### config.mk
export PLATFORM = sky130hd
export DESIGN_NAME = char_text_buffer_flat
export DESIGN_NICKNAME = d
export VERILOG_FILES = /design/src/rtl/char_buf_pkg.sv /design/src/rtl/char_buf_if.sv /design/src/rtl/font_rom.sv /design/src/rtl/char_text_buffer.sv /design/src/flat_wrapper.sv
export SDC_FILE = /design/constraint.sdc
export NUM_CORES = 2
export LEC_CHECK = 0
export ABC_AREA = 1
export CORE_ASPECT_RATIO = 1.5
export CORE_MARGIN = 2
export CORE_UTILIZATION = 60
export DETAILED_ROUTE_END_ITERATION = 10
export PLACE_DENSITY_LB_ADDON = 0.25
export SETUP_SLACK_MARGIN = 0.15
export SYNTH_ARGS = -nofsm -noshare
export SYNTH_HDL_FRONTEND = slang
export SYNTH_HIERARCHICAL = 1
export SYNTH_SLANG_ARGS = --single-unit
### constraint.sdc
create_clock -name pclk -period 43.4 [get_ports pclk]
set_clock_uncertainty 0.15 [all_clocks]
set_input_delay 8.68 -clock pclk [delete_from_list [all_inputs] [get_ports pclk]]
set_output_delay 8.68 -clock pclk [all_outputs]
set_load 0.05 [all_outputs]
### src/rtl/char_buf_pkg.sv
// Shared constants and state encoding for the 16x16 character buffer.
// Optional cursor highlight is enabled by CHAR_BUF_CURSOR_EN.
package char_buf_pkg;

  localparam logic [7:0] CHAR_BS    = 8'h08;
  localparam logic [7:0] CHAR_LF    = 8'h0A;
  localparam logic [7:0] CHAR_FF    = 8'h0C;
  localparam logic [7:0] CHAR_CR    = 8'h0D;
  localparam logic [7:0] CHAR_SPACE = 8'h20;

  localparam int GRID_COLS = 16;
  localparam int GRID_ROWS = 16;

  typedef enum logic {
    ST_CLEAR = 1'b0,
    ST_IDLE  = 1'b1
  } buf_state_t;

  function automatic logic is_print(logic [7:0] c);
    return (c >= 8'h20) && (c <= 8'h7E);
  endfunction

endpackage

### src/rtl/char_buf_if.sv
// Byte write handshake into the character buffer.
// Byte is accepted when wr_valid && wr_ready.
interface char_buf_if;

  logic [7:0] wr_char;
  logic       wr_valid;
  logic       wr_ready;

  modport master (
    output wr_char,
    output wr_valid,
    input  wr_ready
  );

  modport slave (
    input  wr_char,
    input  wr_valid,
    output wr_ready
  );

endinterface

### src/rtl/font_rom.sv
// 128-code x 16-line procedural test font, registered output.
// Space and the top/bottom line of every cell are blank.
module font_rom (
  input  logic        pclk,
  input  logic        rst_n,
  input  logic [10:0] addr,
  output logic [7:0]  data
);

  logic [6:0] code;
  logic [3:0] line;
  logic [7:0] glyph;

  assign code = addr[10:4];
  assign line = addr[3:0];

  always_comb begin
    glyph = 8'h00;
    if (code != 7'h20 && line != 4'd0 && line != 4'd15)
      glyph = {code, 1'b1} ^ {line, 4'h0};
  end

  always_ff @(posedge pclk or negedge rst_n) begin
    if (!rst_n) data <= 8'h00;
    else        data <= glyph;
  end

endmodule

### src/rtl/char_text_buffer.sv
// 16x16 character text buffer with control codes and glyph read path.
// Define CHAR_BUF_CURSOR_EN to invert the glyph at the cursor cell.
module char_text_buffer
  import char_buf_pkg::*;
(
  input  logic       pclk,
  input  logic       rst_n,
  char_buf_if.slave  wr,
  input  logic [7:0] char_xy,
  input  logic [3:0] char_line,
  output logic [7:0] char_pixels,
  output logic       busy
);

  buf_state_t state, state_nxt;

  logic [7:0] cursor, cursor_nxt;
  logic [7:0] clr_cnt, clr_nxt;
  logic [7:0] bs_pos;
  logic       acc;
  logic       we;
  logic [7:0] wa;
  logic [6:0] wd;

  logic [6:0] mem [256];
  logic [6:0] code_q;
  logic [3:0] line_q;
  logic [7:0] rom_q;

  assign wr.wr_ready = (state == ST_IDLE);
  assign busy        = (state == ST_CLEAR);
  assign acc         = wr.wr_valid && wr.wr_ready;
  assign bs_pos      = (cursor == 8'h00) ? 8'h00
                                         : cursor - 8'd1;

  always_comb begin
    state_nxt  = state;
    cursor_nxt = cursor;
    clr_nxt    = clr_cnt;
    we         = 1'b0;
    wa         = cursor;
    wd         = CHAR_SPACE[6:0];
    unique case (state)
      ST_CLEAR: begin
        we      = 1'b1;
        wa      = clr_cnt;
        clr_nxt = clr_cnt + 8'd1;
        if (clr_cnt == 8'hFF) state_nxt = ST_IDLE;
      end
      ST_IDLE: begin
        if (acc) begin
          unique case (1'b1)
            is_print(wr.wr_char): begin
              we         = 1'b1;
              wd         = wr.wr_char[6:0];
              cursor_nxt = cursor + 8'd1;
            end
            (wr.wr_char == CHAR_CR):
              cursor_nxt = {cursor[7:4], 4'h0};
            (wr.wr_char == CHAR_LF):
              cursor_nxt = {cursor[7:4] + 4'd1, cursor[3:0]};
            (wr.wr_char == CHAR_BS): begin
              cursor_nxt = bs_pos;
              we         = 1'b1;
              wa         = bs_pos;
            end
            (wr.wr_char == CHAR_FF): begin
              cursor_nxt = 8'h00;
              clr_nxt    = 8'h00;
              state_nxt  = ST_CLEAR;
            end
            default: ;
          endcase
        end
      end
    endcase
  end

  always_ff @(posedge pclk or negedge rst_n) begin
    if (!rst_n) state <= ST_CLEAR;
    else        state <= state_nxt;
  end

  always_ff @(posedge pclk or negedge rst_n) begin
    if (!rst_n) begin
      cursor  <= 8'h00;
      clr_cnt <= 8'h00;
    end else begin
      cursor  <= cursor_nxt;
      clr_cnt <= clr_nxt;
    end
  end

  // Cell RAM: a same-cycle read sees the pre-write code.
  always_ff @(posedge pclk) begin
    if (we) mem[wa] <= wd;
  end

  always_ff @(posedge pclk or negedge rst_n) begin
    if (!rst_n) begin
      code_q <= 7'h00;
      line_q <= 4'h0;
    end else begin
      code_q <= mem[char_xy];
      line_q <= char_line;
    end
  end

  font_rom u_font (
    .pclk  (pclk),
    .rst_n (rst_n),
    .addr  ({code_q, line_q}),
    .data  (rom_q)
  );

`ifdef CHAR_BUF_CURSOR_EN
  logic hit1, hit2;

  always_ff @(posedge pclk or negedge rst_n) begin
    if (!rst_n) begin
      hit1 <= 1'b0;
      hit2 <= 1'b0;
    end else begin
      hit1 <= (char_xy == cursor);
      hit2 <= hit1;
    end
  end

  assign char_pixels = rom_q ^ {8{hit2}};
`else
  assign char_pixels = rom_q;
`endif

endmodule

### src/flat_wrapper.sv
// flat-port wrapper written by rule: the top's interface ports become plain ports
module char_text_buffer_flat import char_buf_pkg::*;
  (pclk, rst_n, char_xy, char_line, char_pixels, busy, wr_wr_char, wr_wr_valid, wr_wr_ready);
  char_buf_if wr_i ();
  input  logic pclk;
  input  logic rst_n;
  input  logic [7:0] char_xy;
  input  logic [3:0] char_line;
  output logic [7:0] char_pixels;
  output logic busy;
  input wire logic [$bits(wr_i.wr_char)-1:0] wr_wr_char;
  input wire logic [$bits(wr_i.wr_valid)-1:0] wr_wr_valid;
  output wire logic [$bits(wr_i.wr_ready)-1:0] wr_wr_ready;
  assign wr_i.wr_char = wr_wr_char;
  assign wr_i.wr_valid = wr_wr_valid;
  assign wr_wr_ready = wr_i.wr_ready;
  char_text_buffer u_core (.pclk(pclk), .rst_n(rst_n), .wr(wr_i), .char_xy(char_xy), .char_line(char_line), .char_pixels(char_pixels), .busy(busy));
endmodule
==> reports/metrics.cfg <==
[die]
io-pin-count=33
initial_core_util_pct=60.5
die_area_um2=128000
rows=158
die_h_um=437
dieWidth_um=292
core_area_um2=124000

[timing]
slew_viol_final=0
period_share_pct=28.6
setup_tns_ns=0
relSlewSlack_pct=14.6
rsz0062_at_grt=no
layout_setup_ws_ns=31.00
tightest_slew_ns=1.28
min_period_ns=12.40
finalHoldViolations=0
timing.fmax_mhz=80.6
setup_violations=0

[synthesis]
synth_edf_count=1792
ys_seq_area_share_pct=73.0
synthSimpleGateAreaFrac_pct=23.8
synth-adder-area-share_pct=0.117
yosys_warnings=6
synth_top_area_share_pct=71.8
synth_area_leader_cell=edfxtp_1
muxShareOfSynthArea_pct=0.0134
synth.avg_cell_area_um2=11.6
synth_compound_area_share_pct=0.306
syn_nets=6498
netlist_area_um2=74900
synth_ff_type=edfxtp_1
yosysMostFrequentCell=nand2_1
synth_seq_cells=1828
synthTopCellsByCount=1997 x nand2_1, 1792 x edfxtp_1, 1745 x nand3_1
synth_async_sr_flop_share_pct=1.97
synth_top_family_by_area=simple AND/OR/NAND/NOR gates
synth-xor-area-share_pct=0.152
syn_inst=6468
yosysUniqueCellTypes=42
yosys-top-cells-area=edfxtp_1 72%, nand3_1 12%, nand2_1 10%, nor2_1 1.4%, clkbuf_1 1.4%

[placement]
place.gp.congestion=0.918
port_buffers=32
dp_hpwl_um=105000
dp_slack_ns=30.37

[global_route]
grt_max_degree=235
grt_pass1_vias=49100
overflow=0
grt_usage_pct=30.8
antenna_found_initial=3
grt_pass1_wl_um=294000

[finish]
area_delta_synth_final_pct=8.36
fillCellCount=8997
seq_area_um2=54700
utilization_pct=65.6
fin_nets=6316
drive_above_1_share_pct=5.66
multi_input_area_um2=18300

[worst_hold_path]
min_path_type=reg -> reg

[detailed_routing]
dr.pass1.iters=6
wl_per_cell_um=24.5
vias_per_cell=6.28
drc_errors=0
drt_wl_total_um=197000
drt_iter0_markers=6827
drtAntennaViolNets=0
vias=50300

[critical_path]
cp_slowest_cell=buf_4
critPathMaxStageDelay_ns=0.85
reg2reg_slack_ns=38.83
path_common_cell=nand3_1
critPathArrivalTime_ns=12.97
cp-start-kind=input pin
end_kind=register
cp_data_required_time_ns=43.97
crit_chain=buf_8 -> inv_8 -> buf_4 -> buf_4 -> nand2_1 -> nand3_1 -> nand3_1 -> nand3_1 -> nand3_1 -> nand2_1 -> nand2_1 -> nand3_1 -> nand3_1 -> nand2_1
critPathMaxFanout=159
crit_family=buffers and inverters
critPathKind=in -> reg
crit_buf_inv=4

[clock_tree]
clkSinkCount=1828
ctsHoldBuffers=0
cts-resized-gates=0
numCtsBuffers=157
clk_latency_ns=0.79
clk_pin_slew_worst_paths_ns=0.07
cts_root_buf=clkbuf_16
htreeDepth=4
cts_tree=done
clock_path_buffers=3
cts_setup_buffers=0

[flow_run]
cap_violations=0

[power]
power.density_nw_per_um2=45.0
p_leak_nw=28.6
ir_drop_v=0.0000444

[outcome]
status=finished clean

==> cells by family (layout without fill, tap and decap cells) <==
family / after synthesis / in the layout
simple gates: 4095 / 4095
flops: 1828 / 1828
buf+inv: 488 / 435
compound gates: 36 / 36
xor+xnor: 13 / 13
fa+ha+maj: 7 / 7
mux: 1 / 1
other cells: 0 / 1
==> final cells by class <==
cell class	instances	share of cell area, %
tap	1600	2.47
multi-input combinational	4152	22.5
sequential	1828	67.4
inverter	61	0.310
antenna	1	0.00308
timing repair buffer	86	1.02
clock buffer	198	5.33
clock inverter	90	0.942
==> worst reg2reg max path, cell delays in order (launching register included) <==
cell and delay [ns]:
dfrtp_1 0.72, nand2_1 0.31, inv_2 0.18, nand3_1 0.43
nor2_4 0.80, buf_4 0.64, buf_4 0.94
==> through the flow <==
step	total power, W	cells	cell area [µm²]	hold slack [ns]
floorplan	0.00219	6468	74900	0.310
CTS	0.00366	8015	81200	0.373
detailed placement	0.00229	7727	76100	0.364
global placement	0.00228	7727	76100	0.365
global route	0.00375	8015	81200	0.385
finish	0.00365	8016	81200	0.368
==> cells in the final DEF (no fill, tap or decap), types with 3 or more instances in the layout <==
master,n
nand3_1,1745
nor3_1,5
o21ai_0,17
xor2_1,7
a21oi_1,4
clkbuf_8,8
nand2_4,3
clkinv_1,33
nand2_2,29
nor2_2,9
dfrtp_1,36
nor2_1,281
clkbuf_16,165
ha_1,7
clkbuf_1,26
xnor2_1,6
clkinvlp_4,4
nand2_1,1996
nor3_2,3
buf_12,8
edfxtp_1,1792
buf_4,47
nand4_1,5
bufinv_16,12
inv_2,8
clkinv_2,33
inv_1,49
clkdlybuf4s50_1,26
inv_6,6
nor2_4,11
==> sequential cells by signal (all words and copies together) (netlist names) <==
signal / count
u_core/line_q: 4
u_core/cursor: 8
u_core/u_font/data: 8
u_core/wr.wr_ready: 1
u_core/code_q: 7
u_core/mem: 1792
u_core/clr_cnt: 8
==> worst paths after layout <==
path                                         endpoint  cells past startpoint          startpoint
worst max-delay path                 u_core/code_q[4]                     14          char_xy[0]
min in group asynchronous           u_core/clr_cnt[0]                      2               rst_n
worst min-delay path                u_core/clr_cnt[7]                      1   u_core/clr_cnt[7]
worst max register to register     u_core/mem[176][4]                      6  u_core/wr.wr_ready
max in group asynchronous       u_core/u_font/data[3]                      2               rst_n
worst min register to register      u_core/clr_cnt[7]                      1   u_core/clr_cnt[7]
==> where the power goes <==
part / leakage (nW) / internal (W) / total (W) / switching, W
clock network: 2.51 / 0.000778 / 0.00140 / 0.000618
registers: 16.8 / 0.00194 / 0.00196 / 0.0000133
logic: 9.27 / 0.0000706 / 0.000304 / 0.000233
total: 28.6 / 0.00279 / 0.00365 / 0.000864
==> routing by layer <==
layer  routed length [µm]  vias to the layer above  global-route usage (%)  share of wire [%]
met5                   11                        -                       0             0.0056
met4                12100                        2                    17.3                6.2
met3                19800                      553                    5.89                 10
met2                94800                     2953                    50.0                 48
met1                69800                    24400                    39.3                 36
li1                     -                    22400                       -                  -
No activity file was read; power rests on OpenSTA's default activity.
